`src/rtl/adder_arbiter_pkg.sv`:
```
// Shared types, widths and the wrapping round-robin search used by adder_arbiter.
package adder_arbiter_pkg;
  localparam int DATA_W  = 32;
  localparam int SUM_W   = 33;
  localparam int MAX_REQ = 16;

  typedef enum logic {EMPTY = 1'b0, FULL = 1'b1} state_t;

  // Returns {found, index} of the first set bit at or after ptr, wrapping at n.
  function automatic logic [4:0] rr_search(input logic [MAX_REQ-1:0] req,
                                           input logic [3:0] ptr,
                                           input int n);
    logic [4:0] res;
    int         j;
    res = 5'd0;
    for (int k = 0; k < MAX_REQ; k++) begin
      if (k < n) begin
        j = int'(ptr) + k;
        if (j >= n) j = j - n;
        if (!res[4] && req[j]) res = {1'b1, 4'(j)};
      end
    end
    return res;
  endfunction
endpackage

```
`src/rtl/adder_arbiter_rr_arbiter.sv`:
```
// Combinational round-robin arbiter: one-hot grant plus encoded index, search starts at ptr.
module rr_arbiter
  import adder_arbiter_pkg::*;
#(
  parameter int NUM_REQ = 4,
  localparam int ID_W = $clog2(NUM_REQ)
) (
  input  logic [NUM_REQ-1:0] req,
  input  logic [ID_W-1:0]    ptr,
  output logic [NUM_REQ-1:0] grant,
  output logic [ID_W-1:0]    idx
);
  logic [4:0] found_idx;

  assign found_idx = rr_search(MAX_REQ'(req), 4'(ptr), NUM_REQ);
  assign idx       = ID_W'(found_idx[3:0]);

  for (genvar gi = 0; gi < NUM_REQ; gi++) begin : g_grant
    assign grant[gi] = found_idx[4] & (idx == ID_W'(gi));
  end
endmodule

```
`src/rtl/adder_arbiter.sv`:
```
// One 32-bit adder shared by NUM_REQ requesters, round-robin granted, one-entry result register.
// Define ADDER_ARBITER_SAT_EN to saturate the sum to 32'hFFFFFFFF instead of exposing the carry.
module adder_arbiter
  import adder_arbiter_pkg::*;
#(
  parameter int NUM_REQ = 4,
  localparam int ID_W = $clog2(NUM_REQ)
) (
  input  logic                      clk,
  input  logic                      rst_n,
  input  logic [NUM_REQ-1:0]        req_valid,
  output logic [NUM_REQ-1:0]        req_ready,
  input  logic [NUM_REQ*DATA_W-1:0] req_in1,
  input  logic [NUM_REQ*DATA_W-1:0] req_in2,
  output logic                      res_valid,
  input  logic                      res_ready,
  output logic [SUM_W-1:0]          res_sum,
  output logic [ID_W-1:0]           res_id
);
  state_t            state_reg, state_next;
  logic [ID_W-1:0]   rr_ptr_reg, rr_ptr_next;
  logic [ID_W-1:0]   grant_idx;
  logic [NUM_REQ-1:0] grant;
  logic [SUM_W-1:0]  sum_reg, sum_raw, sum_next;
  logic [ID_W-1:0]   id_reg;
  logic [DATA_W-1:0] op_a, op_b;
  logic [DATA_W-1:0] in1_arr [NUM_REQ];
  logic [DATA_W-1:0] in2_arr [NUM_REQ];
  logic              can_accept, accept;

  rr_arbiter #(.NUM_REQ(NUM_REQ)) u_arb (
    .req  (req_valid),
    .ptr  (rr_ptr_reg),
    .grant(grant),
    .idx  (grant_idx)
  );

  for (genvar gi = 0; gi < NUM_REQ; gi++) begin : g_unpack
    assign in1_arr[gi] = req_in1[DATA_W*gi +: DATA_W];
    assign in2_arr[gi] = req_in2[DATA_W*gi +: DATA_W];
  end

  // rst_n gates ready so nothing is handed over while the block is held in reset.
  assign can_accept = (state_reg == EMPTY) | res_ready;
  assign req_ready  = grant & {NUM_REQ{can_accept & rst_n}};
  assign accept     = |(req_valid & req_ready);

  assign op_a    = in1_arr[grant_idx];
  assign op_b    = in2_arr[grant_idx];
  assign sum_raw = {1'b0, op_a} + {1'b0, op_b};

`ifdef ADDER_ARBITER_SAT_EN
  assign sum_next = sum_raw[DATA_W] ? {1'b0, {DATA_W{1'b1}}} : sum_raw;
`else
  assign sum_next = sum_raw;
`endif

  assign rr_ptr_next = (grant_idx == ID_W'(NUM_REQ - 1)) ? '0 : grant_idx + 1'b1;

  always_comb begin
    state_next = state_reg;
    case (state_reg)
      EMPTY:   if (accept) state_next = FULL;
      FULL:    if (res_ready && !accept) state_next = EMPTY;
      default: state_next = EMPTY;
    endcase
  end

  always_ff @(posedge clk or negedge rst_n) begin
    if (!rst_n) begin
      state_reg  <= EMPTY;
      rr_ptr_reg <= '0;
      sum_reg    <= '0;
      id_reg     <= '0;
    end else begin
      state_reg <= state_next;
      if (accept) begin
        rr_ptr_reg <= rr_ptr_next;
        sum_reg    <= sum_next;
        id_reg     <= grant_idx;
      end
    end
  end

  assign res_valid = (state_reg == FULL);
  assign res_sum   = sum_reg;
  assign res_id    = id_reg;
endmodule

```
`config.mk`:
```
export PLATFORM = sky130hd
export DESIGN_NAME = adder_arbiter
export DESIGN_NICKNAME = d
export VERILOG_FILES = /design/src/rtl/adder_arbiter_pkg.sv /design/src/rtl/adder_arbiter_rr_arbiter.sv /design/src/rtl/adder_arbiter.sv
export SDC_FILE = /design/constraint.sdc
export NUM_CORES = 1
export LEC_CHECK = 0
export BUFFER_PORTS_ARGS = -buffer_cell sky130_fd_sc_hd__buf_2
export CAP_MARGIN = 0
export CELL_PAD_IN_SITES_DETAIL_PLACEMENT = 2
export CELL_PAD_IN_SITES_GLOBAL_PLACEMENT = 2
export CORE_UTILIZATION = 25
export CTS_CLUSTER_SIZE = 10
export DETAILED_ROUTE_END_ITERATION = 6
export HOLD_SLACK_MARGIN = 0.1
export PLACE_DENSITY_LB_ADDON = 0.1
export SLEW_MARGIN = 20
export SYNTH_ARGS = -nofsm -noshare
export SYNTH_HDL_FRONTEND = slang
export SYNTH_HIERARCHICAL = 1
export SYNTH_SLANG_ARGS = --single-unit
```
`constraint.sdc`:
```
create_clock -name clk -period 7 [get_ports clk]
set_input_delay 0.35 -clock clk [delete_from_list [all_inputs] [get_ports clk]]
set_output_delay 0.35 -clock clk [all_outputs]
set_load 0.02 [all_outputs]
```
---- After elaboration in Yosys (flattened, before gate mapping) ----
Index checks and enable logic that the tools add are counted.
Widths: inputs -> output; s select.
storage, ports and cells
  word-level logic and storage cells ...... 75
  output and inout port bits .............. 40
  memory bits (writable) .................. 0
  memories ................................ 0
  ROM bits ................................ 0
  input port bits ......................... 263
  bits in registers ....................... 38
  bits in latches ......................... 0
operators by class
  reductions and logical operators ........ 10
  $mul .................................... 0
  shift operators ......................... 0
  div/mod/pow operators ................... 0
  equal/unequal tests ..................... 3
  $lt $le $gt $ge ......................... 9
  bitwise logic cells ..................... 10
  muxes and demuxes ....................... 30
  $add $sub $neg .......................... 9
operators by type and width
  operator               count
  $mux 32                8
  $bmux 32 s2            2
  $lt 32x6->1 const B    4
  $ge 32x4->1 const B    3
  $sub 32x4->32 const B  3
  $add 32x32->33         1
  $mux 5                 4
  $bmux 1 s4             4
  $mux 1                 10
  $and 4x4->4            2
  $add 2x2->3 const B    2
  $and 1x1->1            5
  $eq 2x2->1 const B     2
  $logic_and 1x1->1      4
  $logic_not 1->1        4
  $reduce_or 4->1        1
  $sub 2x3->4 const B    1
  $add 2x1->3 const B    1
  $ge 2x3->1 const B     1
  $ge 3x3->1 const B     1
  $not 2->3              1
  $add 2x1->2 const B    1
  $eq 2x1->1 const B     1
  $logic_not 2->1        1
  other kinds (4)        4

---- Longest topological paths before layout ----
Gate-level depths: netlist of run 1.
  depth after elaboration ................. 24
  gate-level depth with buffers ........... 20
  mapped depth without buffers ............ 16

---- Modules after synthesis ----
Netlist of run 1, hierarchy kept.
by module, submodules not included
  module         sequential area each (µm²)  times used  cells an instance  area an instance (µm²)
  adder_arbiter  950.9                       1           467                4659.5
  rr_arbiter     0.0                         1           47                 390.4

---- Least setup slack after synthesis of run 1 ----
Ideal clock, no wire load.
  kind .................................... flip-flop to flip-flop
  start point ............................. register rr_ptr_reg[0]
  end point ............................... register sum_reg[18] (netlist: res_sum[18])
  path buffers ............................ 4
  cell stages (with the launch flop) ...... 21
  arrival ................................. 5.210 ns
  library setup time ...................... 0.131 ns
  required time ........................... 6.869 ns
  slack ................................... 1.659 ns
  clock period less this slack ............ 5.341 ns
  cell sequence ........................... dfrtp_1 > buf_6 > inv_1 > ha_1 > or3_1 > buf_2 > a21oi_1 > nor2_1 > a21oi_1 > buf_1 > buf_2 > mux4_2 > ha_1 > fa_1 > a211oi_1 > o211ai_2 > a31oi_2 > o21bai_1 > a31oi_1 > xor2_1 > o21ai_1
on the way
  cells in the longest elaborated chain, start to end .. 20
  elaborated cells on any way between the ends .. 56
  classes of those cells .................. 8 x add/sub; 4 x order compare; 3 x eq/ne; 26 x mux; 7 x bitwise; 8 x reduce/logical
RTL lines
  what                                                                    RTL line                                  text
  from (decl)                                                             adder_arbiter.sv:21                       logic [ID_W-1:0] rr_ptr_reg, rr_ptr_next;
  from (signal assigned)                                                  adder_arbiter.sv:78                       rr_ptr_reg <= rr_ptr_next;
  parallel branches: the longest is 14 deep, another holds $sub 32x4->32  -
  $mux 5 (*)                                                              adder_arbiter_pkg.sv:20                   if (!res[4] && req[j]) res = {1'b1, 4'(j)};
  via grant_idx[0]                                                        adder_arbiter.sv:22                       logic [ID_W-1:0] grant_idx;
  $not 2->3 (not written as such) (tied with other cells)                 adder_arbiter.sv:48, adder_arbiter.sv:49
  $bmux 32 s2 (tied with other cells)                                     adder_arbiter.sv:48                       assign op_a = in1_arr[grant_idx];
  $mux 32 (not written as such) (tied with other cells) (2 in series)     adder_arbiter.sv:48
  $add 32x32->33 / $reduce_or 4->1 (equally long branches)                adder_arbiter.sv:50, adder_arbiter.sv:46
  to (signal assigned)                                                    adder_arbiter.sv:79                       sum_reg <= sum_next;
  to (decl)                                                               adder_arbiter.sv:24                       logic [SUM_W-1:0] sum_reg, sum_raw, sum_next;
Mark *: on every way through the listed nets, which the timed path passes. The select of a mux whose other input is x is not followed.
A chain may end at the register's enable or synchronous reset.

---- Worst setup path after layout of run 1 ----
Same ends and word-level chain as after synthesis.

==> results of run 1 <==
-- cell usage in the layout, fill, tap and decap left out, types with 3 or more instances in the layout --
master,Yosys,routed
a211oi_1,4,4
xor2_1,14,14
o31ai_1,3,3
nor2_1,17,17
ha_1,37,37
a21oi_1,47,46
o21ai_0,23,23
nand2_1,68,67
buf_2,7,302
and2_1,3,3
nor3_1,4,4
buf_4,0,4
o21ai_1,19,19
and3_1,7,7
o211ai_1,3,3
xnor2_1,11,11
a31oi_1,7,7
nor2b_1,3,3
inv_1,8,8
nand4_1,16,16
nand3_1,10,10
dfrtp_1,38,38
a21o_1,13,13
o21bai_1,5,5
mux4_2,65,65
mux2i_1,4,4
a21boi_1,3,3
clkbuf_16,0,5
-- per-layer routing --
metal | vias to the layer above | GRT usage [%]
li1 | 2582 | -
met1 | 2756 | 21.6
met2 | 152 | 35.8
met3 | 9 | 2.98
met4 | 0 | 2.18
met5 | - | 0
-- path summary, 6_finish.rpt --
kind / end / depth (start not counted) / slack (ns) / startpoint
worst max-delay path: res_sum[18] / 17 / 1.04 / rr_ptr_reg[0]
worst min-delay path: res_id[1] / 2 / 0.17 / rst_n
worst max register to register: res_sum[18] / 17 / 1.04 / rr_ptr_reg[0]
worst min register to register: res_sum[0] / 2 / 0.48 / res_sum[0]
max in group asynchronous: res_sum[14] / 2 / 6.42 / rst_n
min in group clk: res_valid / 3 / 0.45 / res_ready
-- cell families after synthesis --
group | after synthesis | share of synthesized area, %
flip-flops | 38 | 18.8
AO/OA/AOI/OAI | 154 | 19.2
buffers and inverters | 42 | 3.44
adder cells (fa/ha/maj) | 38 | 9.56
multiplexers | 72 | 30.7
XOR/XNOR | 25 | 4.34
AND/OR/NAND/NOR | 145 | 13.9
-- cell type report --
type                    instances  share of cell area [%]
flip-flops and latches         38                    13.7
inverters                       8                   0.432
multi-input cells             434                    56.8
well taps                     265                    4.77
clock buffers                   7                    1.91
repair buffers                307                    22.5
-- through the flow --
stage / hold slack [ns] / std cells / cell area (µm²) / utilization (%) / worst slack (ns)
detailed placement: 0.472 / 1052 / 6820 / 34.7 / 0.942
global route: 0.229 / 1059 / 6950 / 35.4 / 0.444
global placement: 0.459 / 1052 / 6820 / 34.7 / 1.17
floorplan: 0.0544 / 514 / 5050 / - / 1.66
finish: 0.165 / 1059 / 6950 / 35.4 / 1.04
CTS: 0.194 / 1059 / 6950 / 35.4 / 0.909
==> reports/metrics.cfg, run 1 <==
[route]
wl_met1_um=7890
drt-pass1-iter-count=4
dr.first_iter.drc_count=121
ant_nets=0
drc_errors=0
wl_met3_um=978
wire_per_inst_um=18.4
via_count=5499
top_layer_used=met4
drt-total-wl_um=19500
dr_wl_met2_um=10600
viasPerCell=5.19

[timing]
hold_viol_final=0
worst_slew_pin_slew_ns=0.738
slew_viol_final=0
fin_crit_ns=5.96
tns_ns=0
rsz0062_at_grt=no
maxSlewHeadroom_pct=50.5
setup_viol=0
min_period_over_period_pct=85.1
finClkSkew_ns=0.00211
fmax_mhz=168

[final_layout]
drive_gt1_share_pct=49.9
area.growth.synth_to_final_pct=37.7
multi_input_area_mm2=0.00395
diodes=0
largest_reg_flops=33
regArea_um2=951
fin_nets=1095
nFillCells=2309

[floorplan]
fp.dieH_um=144
dieArea_mm2=0.0208
fp.dieW_um=144
core_area_mm2=0.0197
num_io_pins=303
start_util_pct=25.7
rows=51

[setup_path]
startpoint_type=flop
crit_path_end_kind=flop
crit_fanout=67
arrival_ns=6.11
worstPathRequired_ns=7.15
critical-path-top-delay-family=compound AO/OA/AOI/OAI gates
crit_path_frequent_cell=ha_1
cpMaxStageDelayCell=dfrtp_1
cpPeakStageDelay_ns=0.65
path_class=flop to flop
path_buf_inv=2
path_cells=inv_1 > ha_1 > a21bo_2 > o2bb2ai_1 > nand4_1 > a21oi_4 > buf_12 > mux4_2 > ha_1 > fa_1 > a211oi_1 > o211ai_2 > a31oi_2 > o21bai_1 > a31oi_1 > xor2_1 > o21ai_1

[synthesis]
syn_inst=514
avgSynthCellArea_um2=9.82
netlist_top_cells_count=nand2_1 (68), mux4_2 (65), a21oi_1 (47)
synth_top_area_share_pct=29.0
syn_nets=815
yosysTopAreaCell=mux4_2
synth_cell_types=63
post-synth-top-count-cell=nand2_1
ys_top_cells_by_area=mux4_2 (29%), dfrtp_1 (19%), ha_1 (9.2%)
ys_warn_count=6
ys_seq_area_share_pct=18.8
synth_edf_count=0
synth-async-reset-ratio_pct=100
synth_flop_cell=dfrtp_1
ys_ff_latch=38
synth_area_mm2=0.00505

[global_route]
grt_max_degree=68
first_global_vias=6002
gr-total-overflow=0
grt_first_pass_wirelength_um=30100
grtUsageTotal_pct=18.5
antenna_found_initial=0

[run_status]
status=complete, no violations

[worst_hold_path]
hp-class=input port to asynchronous set/reset pin

[cts]
clock-sinks=38
worstSkewPairLatency_ns=0.28
cts_inserted_buffers=5
clock_tree.buffer_depth=2
cts_root_buf=clkbuf_16
htree_levels=2
cts-resized-gates=0
cts_tree=yes
post_cts_buffers=0
hold_buffers=0
clk_pin_slew_ns=0.06

[place]
portBuffers=302
dp_hpwl_um=16600
gp_congestion=0.795

[flow_run]
drv_cap=0

Power of run 1 is not shown: default switching activity piles up to over one toggle a cycle in this logic, so the estimate is an artifact.
==> inputs of run 2 (changes only) <==
--- a/config.mk
+++ b/config.mk
@@ -5,7 +5,7 @@
 export SDC_FILE = /design/constraint.sdc
 export NUM_CORES = 1
 export LEC_CHECK = 0
-export BUFFER_PORTS_ARGS = -buffer_cell sky130_fd_sc_hd__buf_2
+export BUFFER_PORTS_ARGS = -buffer_cell sky130_fd_sc_hd__clkbuf_2
 export CAP_MARGIN = 0
 export CELL_PAD_IN_SITES_DETAIL_PLACEMENT = 2
 export CELL_PAD_IN_SITES_GLOBAL_PLACEMENT = 2
==> run 2 against run 1 <==
  * Die area unchanged
  * Setup slack worse by 0.096 ns
  * Worst hold slack worse by 0.0054 ns
  * Register-to-register slack worse by 0.096 ns
  * Sequential cell count unchanged
  * Sequential share of layout area down 0.056 points
  * Utilization up 0.15 points
  * Final cell count up 0.19%
  * Global-route usage up 0.20 points
  * Critical path type unchanged
==> reports/metrics.cfg, run 2 (same netlist as run 1, synthesis figures left out) <==
[timing]
hold_viol_final=0  ; unchanged
worst_slew_pin_slew_ns=0.795  ; was 0.738 ns
rsz0062_at_grt=no  ; unchanged
setup_viol=0  ; unchanged
finClkSkew_ns=0.00289  ; was 0.00211 ns
min_period_over_period_pct=86.5  ; was 85.1%
maxSlewHeadroom_pct=46.8  ; was 50.5%
slew_viol_final=0  ; unchanged
fin_crit_ns=6.06  ; was 5.96 ns
tns_ns=0  ; unchanged
fmax_mhz=165  ; was 168 MHz

[final_layout]
nFillCells=2305  ; was 2309
final_common_cell=clkbuf_2  ; was buf_2
area.growth.synth_to_final_pct=38.3  ; was 37.7%
fin_nets=1096  ; was 1095
fin_area_mm2=0.00698  ; was 0.00695 mm²
drive_gt1_share_pct=50.3  ; was 49.9%
largest_reg_flops=33  ; unchanged
utilization_pct=35.5  ; was 35.4%
diodes=0  ; unchanged
mostFrequentLayoutCells=clkbuf_2 (302), nand2_1 (67), mux4_2 (65)  ; was buf_2 (302), nand2_1 (67), mux4_2 (65)
fin_cells=1061  ; was 1059

[cts]
clk_pin_slew_ns=0.06  ; about the same
clock-sinks=38  ; unchanged
cts-resized-gates=0  ; unchanged
htree_levels=2  ; unchanged
worstSkewPairLatency_ns=0.28  ; about the same
clock_tree.buffer_depth=2  ; unchanged
cts_root_buf=clkbuf_16  ; unchanged
cts_tree=yes  ; unchanged
post_cts_buffers=0  ; unchanged
cts_inserted_buffers=5  ; unchanged
hold_buffers=0  ; unchanged

[route]
drt-pass1-iter-count=4  ; unchanged
wire_per_inst_um=18.6  ; was 18.4 µm
drc_errors=0  ; unchanged
viasPerCell=5.20  ; was 5.19
drt-total-wl_um=19700  ; was 19500 µm
via_count=5519  ; was 5499
dr.first_iter.drc_count=128  ; was 121
ant_nets=0  ; unchanged

[global_route]
first_global_vias=6121  ; was 6002
grt_max_degree=44  ; was 68
grtUsageTotal_pct=18.7  ; was 18.5%
antenna_found_initial=0  ; unchanged
grt_first_pass_wirelength_um=30500  ; was 30100 µm
gr-total-overflow=0  ; unchanged

[setup_path]
startpoint_type=flop  ; unchanged
cpPeakStageDelay_ns=0.68  ; was 0.65 ns
path_buf_inv=2  ; unchanged
arrival_ns=6.19  ; was 6.11 ns
crit_fanout=33  ; was 67
cpMaxStageDelayCell=dfrtp_1  ; unchanged
crit_path_end_kind=flop  ; unchanged
rrSetupSlack_ns=0.94  ; was 1.04 ns
path_class=flop to flop  ; unchanged
path_cells=inv_1 > ha_1 > a21bo_2 > o2bb2ai_1 > nand4_1 > a21oi_4 > buf_4 > mux4_2 > fa_1 > a211oi_1 > o211ai_2 > a31oi_2 > o21bai_1 > a21oi_1 > xnor2_1 > o21ai_1  ; was inv_1 > ha_1 > a21bo_2 > o2bb2ai_1 > nand4_1 > a21oi_4 > buf_12 > mux4_2 > ha_1 > fa_1 > a211oi_1 > o211ai_2 > a31oi_2 > o21bai_1 > a31oi_1 > xor2_1 > o21ai_1
worstPathRequired_ns=7.14  ; was 7.15 ns
critical-path-top-delay-family=compound AO/OA/AOI/OAI gates  ; unchanged

[floorplan]
rows=51  ; unchanged
fp.dieH_um=144  ; unchanged
start_util_pct=25.7  ; unchanged
core_area_mm2=0.0197  ; unchanged
num_io_pins=303  ; unchanged
fp.dieW_um=144  ; unchanged
dieArea_mm2=0.0208  ; unchanged

[worst_hold_path]
hp-class=input port to asynchronous set/reset pin  ; unchanged

[place]
dp_cells=1053  ; was 1052
dp_hpwl_um=17000  ; was 16600 µm
gp_congestion=0.787  ; was 0.795
portBuffers=302  ; unchanged
placed_area_mm2=0.00682  ; about the same

[run_status]
status=complete, no violations  ; unchanged

[flow_run]
drv_cap=0  ; unchanged

[run 2: cell types whose count changed in the layout (fill, tap and decap cells not counted)]
cell / change
buf_4: +2
clkbuf_8: +3
clkbuf_2: +302
clkbuf_1: -2
buf_12: -1
buf_2: -302
[run 2: path summary, 6_finish.rpt]
path,startpoint,end,cells past startpoint
setup reg to reg,rr_ptr_reg[0],res_sum[26],16
max in group asynchronous,rst_n,res_sum[12],2
hold reg to reg,res_sum[1],res_sum[1],2
hold / removal,rst_n,res_valid,2
setup / recovery,rr_ptr_reg[0],res_sum[26],16
min in group clk,res_ready,res_valid,3
[run 2: layer usage]
layer | part of all wire [%] | track usage [%] | wire length, µm | vias to the layer above
met5 | 0 | 0 | 0 | -
met4 | 1.5 | 3.36 | 292 | 0
met3 | 4.9 | 3.08 | 962 | 22
met2 | 53 | 35.5 | 10500 | 172
met1 | 40 | 21.9 | 7930 | 2734
li1 | - | - | - | 2591
[run 2: layout make-up]
cell class | count | area, µm² | area share [%]
timing repair buffer | 308 | 1560 | 22.3
sequential | 38 | 951 | 13.6
multi-input combinational | 434 | 3950 | 56.5
tap | 265 | 332 | 4.75
inverter | 8 | 30.0 | 0.430
clock buffer | 8 | 166 | 2.38
[run 2: metrics by stage]
step / worst slack, ns / hold WS (ns)
floorplan: 1.66 / 0.0544
global placement: 1.27 / 0.468
detailed placement: 0.894 / 0.472
CTS: 0.898 / 0.181
global route: 0.514 / 0.207
finish: 0.945 / 0.160
Power of run 2 is left out for the same reason.
==> inputs of run 3 (changes only) <==
--- a/config.mk
+++ b/config.mk
@@ -9,6 +9,7 @@
 export CAP_MARGIN = 0
 export CELL_PAD_IN_SITES_DETAIL_PLACEMENT = 2
 export CELL_PAD_IN_SITES_GLOBAL_PLACEMENT = 2
+export CORE_MARGIN = 3
 export CORE_UTILIZATION = 25
 export CTS_CLUSTER_SIZE = 10
 export DETAILED_ROUTE_END_ITERATION = 6
==> run 3 against run 2 <==
  * Final cell count unchanged
  * Register-to-register slack better by 0.09 ns
  * Non-clock buffer count unchanged
  * First-iteration DRC count up 26%
  * Global-route usage is 0.57 points lower
  * Largest cell class unchanged
  * Critical endpoint is now res_sum[27]
  * Design area hardly changed
  * Worst hold slack worse by 0.012 ns
  * Die area is 5.6% higher
==> reports/metrics.cfg, run 3 (same netlist as run 1, synthesis figures left out) <==
[place]
place_ws_ns=1.00  ; was 0.894 ns
gp_congestion=0.793  ; was 0.787
dp_hpwl_um=17500  ; was 17000 µm
placed_area_mm2=0.00684  ; was 0.00682 mm²
portBuffers=302  ; unchanged

[floorplan]
dieArea_mm2=0.0219  ; was 0.0208 mm²
start_util_pct=25.7  ; unchanged
fp.dieH_um=148  ; was 144 µm
num_io_pins=303  ; unchanged
core_area_mm2=0.0197  ; unchanged
rows=51  ; unchanged
fp.dieW_um=148  ; was 144 µm

[cts]
cts-resized-gates=0  ; unchanged
clock-sinks=38  ; unchanged
post_cts_buffers=0  ; unchanged
cts_inserted_buffers=5  ; unchanged
htree_levels=2  ; unchanged
clk_pin_slew_ns=0.06  ; about the same
clock_tree.buffer_depth=2  ; unchanged
worstSkewPairLatency_ns=0.28  ; about the same
cts_root_buf=clkbuf_16  ; unchanged
hold_buffers=0  ; unchanged
cts_tree=yes  ; unchanged

[setup_path]
worst-r2r-cell-count=16  ; unchanged
reg2reg_from=rr_ptr_reg[0]  ; unchanged
cpPeakStageDelay_ns=0.66  ; was 0.68 ns
worstPathRequired_ns=7.14  ; about the same
arrival_ns=6.11  ; was 6.19 ns
path_cells=inv_1 > ha_1 > a21bo_2 > o2bb2ai_1 > nand4_1 > a21oi_4 > buf_12 > mux4_2 > ha_1 > a21oi_1 > o21ai_1 > a2111oi_1 > a21oi_1 > a21boi_1 > mux2i_1 > nand4_1  ; was inv_1 > ha_1 > a21bo_2 > o2bb2ai_1 > nand4_1 > a21oi_4 > buf_4 > mux4_2 > fa_1 > a211oi_1 > o211ai_2 > a31oi_2 > o21bai_1 > a21oi_1 > xnor2_1 > o21ai_1
cpMaxStageDelayCell=dfrtp_1  ; unchanged
crit_path_end_kind=flop  ; unchanged
setup.worst_path.start=rr_ptr_reg[0]  ; unchanged
critical-path-top-delay-family=compound AO/OA/AOI/OAI gates  ; unchanged
startpoint_type=flop  ; unchanged
rrSetupSlack_ns=1.03  ; was 0.94 ns
rr_endpoint=res_sum[27]  ; was res_sum[26]
crit_fanout=31  ; was 33
path_buf_inv=2  ; unchanged
path_class=flop to flop  ; unchanged

[timing]
min_period_over_period_pct=85.3  ; was 86.5%
fin_crit_ns=5.97  ; was 6.06 ns
hold_viol_final=0  ; unchanged
slew_viol_final=0  ; unchanged
fmax_mhz=168  ; was 165 MHz
hold_slack_ns=0.148  ; was 0.160 ns
setup_viol=0  ; unchanged
tns_ns=0  ; unchanged
rsz0062_at_grt=no  ; unchanged
maxSlewHeadroom_pct=43.8  ; was 46.8%
worst_slew_pin_slew_ns=0.840  ; was 0.795 ns
setup_ws_ns=1.03  ; was 0.945 ns
finClkSkew_ns=0.00472  ; was 0.00289 ns

[route]
viasPerCell=5.24  ; was 5.20
drc_errors=0  ; unchanged
ant_nets=0  ; unchanged
via_count=5555  ; was 5519
dr.first_iter.drc_count=161  ; was 128
wire_per_inst_um=19.2  ; was 18.6 µm
drt-pass1-iter-count=4  ; unchanged
drt-total-wl_um=20400  ; was 19700 µm

[final_layout]
multi_input_area_mm2=0.00395  ; unchanged
area.growth.synth_to_final_pct=38.4  ; was 38.3%
regArea_um2=951  ; unchanged
diodes=0  ; unchanged
final_common_cell=clkbuf_2  ; unchanged
fin_area_mm2=0.00699  ; was 0.00698 mm²
drive_gt1_share_pct=50.1  ; was 50.3%
fin_nets=1096  ; unchanged
nFillCells=2301  ; was 2305
largest_reg_flops=33  ; unchanged
mostFrequentLayoutCells=clkbuf_2 (302), nand2_1 (67), mux4_2 (65)  ; unchanged

[global_route]
grtUsageTotal_pct=18.1  ; was 18.7%
first_global_vias=6404  ; was 6121
antenna_found_initial=0  ; unchanged
gr-total-overflow=0  ; unchanged
grt_first_pass_wirelength_um=32400  ; was 30500 µm
grt_max_degree=45  ; was 44

[flow_run]
drv_cap=0  ; unchanged

[run_status]
status=complete, no violations  ; unchanged

[worst_hold_path]
hp-class=input port to asynchronous set/reset pin  ; unchanged

## run 3: routing by layer
metal | vias to the layer above | wire length, µm | global-route usage [%]
met5 | - | 0 | 0
met4 | 0 | 144 | 2.17
met3 | 13 | 1200 | 3.93
met2 | 170 | 10800 | 33.9
met1 | 2788 | 8260 | 21.9
li1 | 2584 | - | -
## run 3: per-stage QoR
stage,cells,utilization [%]
floorplan,514,-
global placement,1053,34.8
detailed placement,1053,34.8
CTS,1061,35.6
global route,1061,35.6
finish,1061,35.6
## run 3: layout make-up
| type | count | area share (%) |
|---|---|---|
| clock inverters | 1 | 0.0716 |
| multi-input cells | 434 | 56.5 |
| well taps | 265 | 4.74 |
| clock buffers | 7 | 2.04 |
| flip-flops and latches | 38 | 13.6 |
| inverters | 8 | 0.430 |
| repair buffers | 308 | 22.6 |
## run 3: worst register-to-register path, cell delays in order, from the launching register on
cell	delay, ns
dfrtp_1	0.66
inv_1	0.16
ha_1	0.47
a21bo_2	0.27
o2bb2ai_1	0.32
nand4_1	0.39
a21oi_4	0.50
buf_12	0.31
mux4_2	0.56
ha_1	0.39
a21oi_1	0.24
o21ai_1	0.16
a2111oi_1	0.52
a21oi_1	0.21
a21boi_1	0.29
mux2i_1	0.25
nand4_1	0.13
## run 3: worst max path at each step
stage | to | slack, ns | depth (start not counted)
finish | res_sum[27] | 1.03 | 16
global route | res_sum[27] | 0.52 | 16
CTS | res_sum[27] | 0.95 | 16
detailed placement | res_sum[27] | 1.00 | 16
global placement | res_sum[18] | 1.39 | 16
floorplan | res_sum[18] | 1.66 | 20
Power of run 3 is left out for the same reason.
